### src/rtl/mc_core.sv
// mc_core: multi-cycle core; fetch, execute and optional memory phase per instruction
// over one request/acknowledge port that tolerates any number of wait states.
module mc_core #(
  parameter int                DATA_W   = 32,
  parameter int                NREGS    = 8,
  parameter int                ADDR_W   = 32,
  parameter logic [ADDR_W-1:0] RESET_PC = '0
) (
  input  logic                                   clock,
  input  logic                                   reset,
  output logic                                   mem_req,
  output logic                                   mem_we,
  output logic [ADDR_W-1:0]                      mem_addr,
  output logic [DATA_W-1:0]                      mem_wdata,
  input  logic [((DATA_W > 32) ? DATA_W : 32)-1:0] mem_rdata,
  input  logic                                   mem_ack,
  output logic [ADDR_W-1:0]                      pc,
  output logic                                   halted,
  output logic                                   illegal
);

  localparam int RI_W = $clog2(NREGS);

  localparam logic [3:0] OP_ADD  = 4'd1;
  localparam logic [3:0] OP_SUB  = 4'd2;
  localparam logic [3:0] OP_AND  = 4'd3;
  localparam logic [3:0] OP_OR   = 4'd4;
  localparam logic [3:0] OP_XOR  = 4'd5;
  localparam logic [3:0] OP_LDI  = 4'd6;
  localparam logic [3:0] OP_LD   = 4'd7;
  localparam logic [3:0] OP_ST   = 4'd8;
  localparam logic [3:0] OP_BZ   = 4'd9;
  localparam logic [3:0] OP_BC   = 4'd10;
  localparam logic [3:0] OP_JR   = 4'd11;
  localparam logic [3:0] OP_CMP  = 4'd12;
  localparam logic [3:0] OP_U13  = 4'd13;
  localparam logic [3:0] OP_U14  = 4'd14;
  localparam logic [3:0] OP_HALT = 4'd15;

  typedef enum logic [2:0] {S_IDLE, S_FETCH, S_EXEC, S_MEM, S_HALT} state_t;

  state_t            state, state_nxt;
  logic [31:0]       instr;
  logic [DATA_W-1:0] regs [NREGS];
  logic              flag_z, flag_c;

  logic [3:0]        op;
  logic [RI_W-1:0]   rd, ra, rb;
  logic [DATA_W-1:0] ra_val, rb_val, imm_d;
  logic [ADDR_W-1:0] imm_a, pc_inc, ea, pc_exec;
  logic [DATA_W:0]   sum_ext;
  logic [DATA_W-1:0] alu_res;
  logic              alu_c, rd_wr, flags_wr, is_mem_op;

  // Field bits above RI_W and read-data bits beyond the used width are intentionally ignored.
  logic unused_bits;
  assign unused_bits = ^{mem_rdata, instr};

  assign op        = instr[3:0];
  assign rd        = instr[4 +: RI_W];
  assign ra        = instr[8 +: RI_W];
  assign rb        = instr[12 +: RI_W];
  assign ra_val    = regs[ra];
  assign rb_val    = regs[rb];
  assign imm_d     = DATA_W'($signed(instr[31:16]));
  assign imm_a     = ADDR_W'($signed(instr[31:16]));
  assign pc_inc    = pc + ADDR_W'(1);
  assign ea        = ADDR_W'(ra_val) + imm_a;
  assign sum_ext   = {1'b0, ra_val} + {1'b0, rb_val};
  assign is_mem_op = (op == OP_LD) || (op == OP_ST);

  always_comb begin
    alu_res  = '0;
    alu_c    = 1'b0;
    rd_wr    = 1'b0;
    flags_wr = 1'b0;
    case (op)
      OP_ADD: begin
        alu_res  = sum_ext[DATA_W-1:0];
        alu_c    = sum_ext[DATA_W];
        rd_wr    = 1'b1;
        flags_wr = 1'b1;
      end
      OP_SUB, OP_CMP: begin
        alu_res  = ra_val - rb_val;
        alu_c    = (ra_val < rb_val);
        rd_wr    = (op == OP_SUB);
        flags_wr = 1'b1;
      end
      OP_AND: begin
        alu_res  = ra_val & rb_val;
        rd_wr    = 1'b1;
        flags_wr = 1'b1;
      end
      OP_OR: begin
        alu_res  = ra_val | rb_val;
        rd_wr    = 1'b1;
        flags_wr = 1'b1;
      end
      OP_XOR: begin
        alu_res  = ra_val ^ rb_val;
        rd_wr    = 1'b1;
        flags_wr = 1'b1;
      end
      OP_LDI: begin
        alu_res = imm_d;
        rd_wr   = 1'b1;
      end
      default: ;
    endcase
  end

  always_comb begin
    pc_exec = pc_inc;
    case (op)
      OP_BZ: if (flag_z) pc_exec = pc_inc + imm_a;
      OP_BC: if (flag_c) pc_exec = pc_inc + imm_a;
      OP_JR: pc_exec = ADDR_W'(ra_val);
      default: ;
    endcase
  end

  always_ff @(posedge clock or posedge reset) begin
    if (reset) state <= S_IDLE;
    else       state <= state_nxt;
  end

  // Bus strobes come straight from state so a reset drops mem_req without waiting for an edge.
  always_comb begin
    state_nxt = state;
    mem_req   = 1'b0;
    mem_we    = 1'b0;
    halted    = 1'b0;
    illegal   = 1'b0;
    case (state)
      S_IDLE:  state_nxt = S_FETCH;
      S_FETCH: begin
        mem_req = 1'b1;
        if (mem_ack) state_nxt = S_EXEC;
      end
      S_EXEC: begin
        illegal = (op == OP_U13) || (op == OP_U14);
        if (is_mem_op)          state_nxt = S_MEM;
        else if (op == OP_HALT) state_nxt = S_HALT;
        else                    state_nxt = S_FETCH;
      end
      S_MEM: begin
        mem_req = 1'b1;
        mem_we  = (op == OP_ST);
        if (mem_ack) state_nxt = S_FETCH;
      end
      S_HALT:  halted = 1'b1;
      default: state_nxt = S_IDLE;
    endcase
  end

  // mem_addr/mem_wdata are loaded on the edge that enters a request state and held through it.
  always_ff @(posedge clock or posedge reset) begin
    if (reset) begin
      pc        <= RESET_PC;
      mem_addr  <= '0;
      mem_wdata <= '0;
      instr     <= '0;
      flag_z    <= 1'b0;
      flag_c    <= 1'b0;
      for (int i = 0; i < NREGS; i++) regs[i] <= '0;
    end else begin
      case (state)
        S_IDLE:  mem_addr <= pc;
        S_FETCH: if (mem_ack) instr <= mem_rdata[31:0];
        S_EXEC: begin
          if (rd_wr) regs[rd] <= alu_res;
          if (flags_wr) begin
            flag_z <= (alu_res == '0);
            flag_c <= alu_c;
          end
          if (is_mem_op) begin
            mem_addr  <= ea;
            mem_wdata <= rb_val;
          end else if (op != OP_HALT) begin
            pc       <= pc_exec;
            mem_addr <= pc_exec;
          end
        end
        S_MEM: begin
          if (mem_ack) begin
            if (op == OP_LD) regs[rd] <= mem_rdata[DATA_W-1:0];
            pc       <= pc_inc;
            mem_addr <= pc_inc;
          end
        end
        default: ;
      endcase
    end
  end

endmodule
### config.mk
export PLATFORM = sky130hd
export DESIGN_NAME = mc_core
export DESIGN_NICKNAME = d
export VERILOG_FILES = /design/src/rtl/mc_core.sv
export SDC_FILE = /design/constraint.sdc
export NUM_CORES = 1
export LEC_CHECK = 0
export ABC_CLOCK_PERIOD_IN_PS = 39600
export CAP_MARGIN = 20
export CORE_ASPECT_RATIO = 0.5
export CORE_MARGIN = 4
export CORE_UTILIZATION = 23
export DETAILED_ROUTE_END_ITERATION = 10
export HOLD_SLACK_MARGIN = 0.15
export PLACE_DENSITY = 0.37
export SYNTH_ARGS = -nofsm -noshare
export SYNTH_HDL_FRONTEND = slang
export SYNTH_SLANG_ARGS = --single-unit
### constraint.sdc
create_clock -name clock -period 39.6 [get_ports clock]
set_clock_uncertainty 0.2 [all_clocks]
set_input_delay 7.92 -clock clock [delete_from_list [all_inputs] [get_ports clock]]
set_output_delay 7.92 -clock clock [all_outputs]
set_load 0.05 [all_outputs]
After elaboration in Yosys (flattened, before gate mapping)
Index checks and enable logic that the tools add are counted.
{"block": "op_classes", "addsub": 5, "n_lt_le_gt_ge": 5, "eq_ne": 27, "muxes": 36, "bitwise_logic": 7, "n_reduce_logical": 18}
{"operator": "2-to-1 mux 256 bit", "n": 3}
{"operator": "bitwise mux 256 bit", "n": 2}
{"operator": "one-hot mux 256 bit (2 select lines)", "n": 1}
{"operator": "2-to-1 mux 32 bit", "n": 11}
{"operator": "binary-select mux 32 bit (select 3 bit)", "n": 2}
{"operator": "one-hot mux 32 bit (3 select lines)", "n": 2}
{"operator": "one-hot mux 32 bit (6 select lines)", "n": 1}
{"operator": "demux 32 bit (select 3 bit)", "n": 1}
{"operator": "adder 32 bit", "n": 2}
{"operator": "one-hot mux 32 bit (2 select lines)", "n": 1}
{"operator": "adder 32 x 32 -> 33 bit", "n": 1}
{"operator": "adder 32 x 1 -> 32 bit, second input constant", "n": 1}
{"operator": "bitwise AND 32 bit", "n": 1}
{"operator": "equality test 4 bit, second input constant", "n": 8}
{"operator": "logical NOT 32 bit", "n": 1}
{"operator": "< comparator 32 bit", "n": 1}
{"operator": "OR 32 bit", "n": 1}
{"operator": "subtractor 32 bit", "n": 1}
{"operator": "XOR 32 bit", "n": 1}
{"operator": "equality test 4 x 3 -> 1 bit, second input constant", "n": 4}
{"operator": "one-hot mux 3 bit (5 select lines)", "n": 1}
{"operator": "greater-or-equal comparator 4 bit, second input constant", "n": 3}
{"operator": "2-to-1 mux 3 bit", "n": 4}
{"operator": "inequality test 2 bit, second input constant", "n": 6}
{"operator": "23 further kinds", "n": 38}
{"block": "word_totals", "ff_bits": 389, "input_bits": 35, "output_inout_bits": 100}

Longest topological paths before layout
{"block": "depth", "depth_word": 9, "depth_mapped": 21, "depth_no_buf": 20}

Least setup slack after synthesis
OpenSTA, ideal clock, no wires.
{"block": "synth_timing", "path_type": "register -> output", "startpoint": "register state[2]", "endpoint": "output mem_we", "arrival_ns": 3.487, "required_time_ns": 31.480, "slack_ns": 27.993, "stages_incl_launch_ff": 7, "path_buffers": 3, "path_cell_list": "dfrtp_1 -> nor2b_1 -> nand2_1 -> clkbuf_1 -> clkbuf_1 -> clkbuf_1 -> nor4_1"}
{"block": "synth_via", "elab_chain_len": 2}
{"item": "start: declaration", "line": "42", "text": "state_t state, state_nxt;"}
{"item": "start signal: assignment", "line": "125", "text": "else state <= state_nxt;"}
{"item": "equality test 3 x 2 -> 1 bit", "line": "135", "text": "case (state)"}
{"item": "2-to-1 mux 1 bit", "line": "135"}
{"item": "end: declaration", "line": "12", "text": "output logic mem_we,"}
Every way passes these cells.

Worst setup path after layout
{"block": "layout_timing", "startpoint": "register state[0]", "endpoint": "output mem_we"}
The elaborated chain is that of the path after synthesis.

==> out/metrics.csv <==
stage,metric,value,unit
yosys,synth_cells,3019,
yosys,post-synth-top-area-fraction,33.0,%
sta,period_needed,11.45,ns
detailed_routing,dr.first_iter.drc_count,2075,
yosys,synth_ff_type,dfrtp_1,
final_layout,fill_cells,13400,
worst_setup_path,critPathMaxFanout,52,
floorplanning,core_area,126000,µm²
yosys,synth_fp_nets,3221,
clocking,clk_latency,0.61,ns
yosys,yosysWarnings,0,
worst_setup_path,crit_path_start_kind,register,
floorplanning,die_w,513,µm
floorplanning,dieArea,133000,µm²
sta,finalHoldViolCount,0,
outcome,status,completed,
sta,tightestPinTransition,1.25,ns
yosys,ys_ff_latch,386,
final_layout,multi_input_area,18500,µm²
final_layout,final_cell_mix,"dfrtp_1, mux2_2, nand2_1, nor2_1, o21ai_0",
placement,gp_congestion,0.901,
flow_run,cap_violations,0,
floorplanning,initial_core_util,23.2,%
clocking,cts_root_buffer,clkbuf_16,
final_layout,fin_util,27.1,%
clocking,clk_pin_slew_worst_paths,0.06,ns
detailed_routing,final_antenna_net_count,0,
clocking,cts_buffer_depth,3,
detailed_routing,totalWireLength,125,mm
floorplanning,num_rows,92,
sta,finalSetupTns,0,ns
worst_setup_path,crit_type,reg -> out,
placement,hpwl,90.4,mm
yosys,synthTopCellsByArea,"dfrtp_1, mux2_2, mux4_2",
final_layout,syn_to_final_growth,16.8,%
final_layout,final_layout_size_suffix_gt1_share,19.6,%
final_layout,final_common_cell,dfrtp_1,
hold_path,hp-class,reg -> reg,
placement,numPortBuffers,134,
sta,whs,0.277,ns
final_layout,nets,3277,
global_routing,antenna_found_initial,2,
final_layout,seq_area,9680,µm²
detailed_routing,vias,25000,
clocking,postCtsResizedCells,0,
clocking,cts_tree,yes,
detailed_routing,routed_via_density,5.21,
global_routing,grtUsageTotal,18.2,%
detailed_routing,wl_per_cell,25.9,µm
floorplanning,die_y,260,µm
sta,period_share,28.9,%
floorplanning,pin_count,135,
yosys,yosysTopAreaCell,dfrtp_1,
worst_setup_path,cp.required,31.48,ns
yosys,synth_edf_count,0,
yosys,mappedNetlistArea,29300,µm²
global_routing,grt-ovfl-total,0,
detailed_routing,drc,0,
clocking,hold_buffers,0,
yosys,async_reset_ff_share,100,%
global_routing,grt_pass1_vias,25000,
worst_setup_path,end_kind,output port,
sta,maxSlewViolCount,0,
detailed_routing,first_pass_iters,8,
sta,rsz0062_at_grt,no,
yosys,synth_cell_types,90,
clocking,cts.sinks,386,
global_routing,grt_max_degree,118,
clocking,h-tree-depth,2,
global_routing,grt_pass1_wl,181,mm
clocking,post_cts_buffers,0,
yosys,avgSynthCellArea,9.70,µm²
sta,maxSlewHeadroom,14.6,%
worst_setup_path,worstPathArrival,3.33,ns
clocking,cts_made_buffers,45,
sta,setup_violations,0,
yosys,ys_seq_area_share,33.0,%
sta,max_freq,87.3,MHz
[stage by stage]
step | setup slack, ns | instance area [µm²] | instances
2_1_floorplan | 20.75 | 29300 | 3019
3_3_place_gp | 28.38 | 32600 | 4715
3_5_place_dp | 28.31 | 32600 | 4718
4_1_cts | 28.03 | 34200 | 4799
5_1_grt | 27.83 | 34200 | 4801
6_report | 28.15 | 34200 | 4806
[synthesized netlist by cell type (all sizes together), types with 16 or more instances]
library cell	count
inv	130
and2	16
xor2	40
nand3	55
mux2	269
nor2b	24
nand4	20
a21o	55
nor2	234
a222oi	17
nand2	251
a22oi	25
o21ai	221
and3	21
nor4	20
a211oi	25
a31oi	26
o211ai	26
o21a	19
a21oi	206
o21bai	19
a221oi	25
clkbuf	159
ha	163
buf	40
nand2b	27
mux2i	62
dfrtp	386
xnor2	41
nor3	45
mux4	128
[routing by layer]
metal | wire length [µm] | GRT usage, %
met5 | 0 | 0
met4 | 2810 | 4.10
met3 | 6220 | 2.48
met2 | 55600 | 29.0
met1 | 59900 | 26.1
[sequential cells by signal, summed over array words and instances (netlist names)]
signal,count
instr,29
flag_c,1
pc,32
regs,256
mem_wdata,32
mem_addr,32
flag_z,1
state,3
[kinds of logic (layout without fill, tap and decap cells)]
family,after synthesis,after routing,share of synthesized area (%)
compound gates,829,829,18.6
simple gates,767,767,12.1
mux,459,459,22.3
flops,386,386,33.0
buf+inv,330,420,4.30
fa+ha+maj,167,167,7.24
xor+xnor,81,81,2.42
other cells,0,5,0
[critical path, cell delays in order (launching register included)]
cell	delay (ns)
dfrtp_1	0.66
nor2b_1	0.41
nand2_4	0.40
nor4_1	0.39
clkdlybuf4s50_1	0.86
[cell type report]
cell class                      count  share of cell area, %
Antenna cell                        5                 0.0366
Clock buffer                       60                   3.75
Clock inverter                     21                  0.710
Inverter                          131                   1.46
Multi-Input combinational cell   2303                   54.0
Sequential cell                   386                   28.3
Tap cell                         1692                   6.19
Timing Repair Buffer              208                   5.54
[worst paths after layout]
path / startpoint / endpoint / slack [ns] / depth (start not counted)
max reg2reg: instr[8] / flag_z / 31.62 / 15
min reg2reg: mem_wdata[9] / mem_wdata[9] / 0.28 / 2
max: state[0] / mem_we / 28.15 / 4
max in group asynchronous: reset / pc[13] / 29.54 / 4
min: mem_wdata[9] / mem_wdata[9] / 0.28 / 2
min in group asynchronous: reset / regs[90] / 7.68 / 2
Power is not shown: default switching activity piles up to over one toggle a cycle in this logic, so the estimate is an artifact.
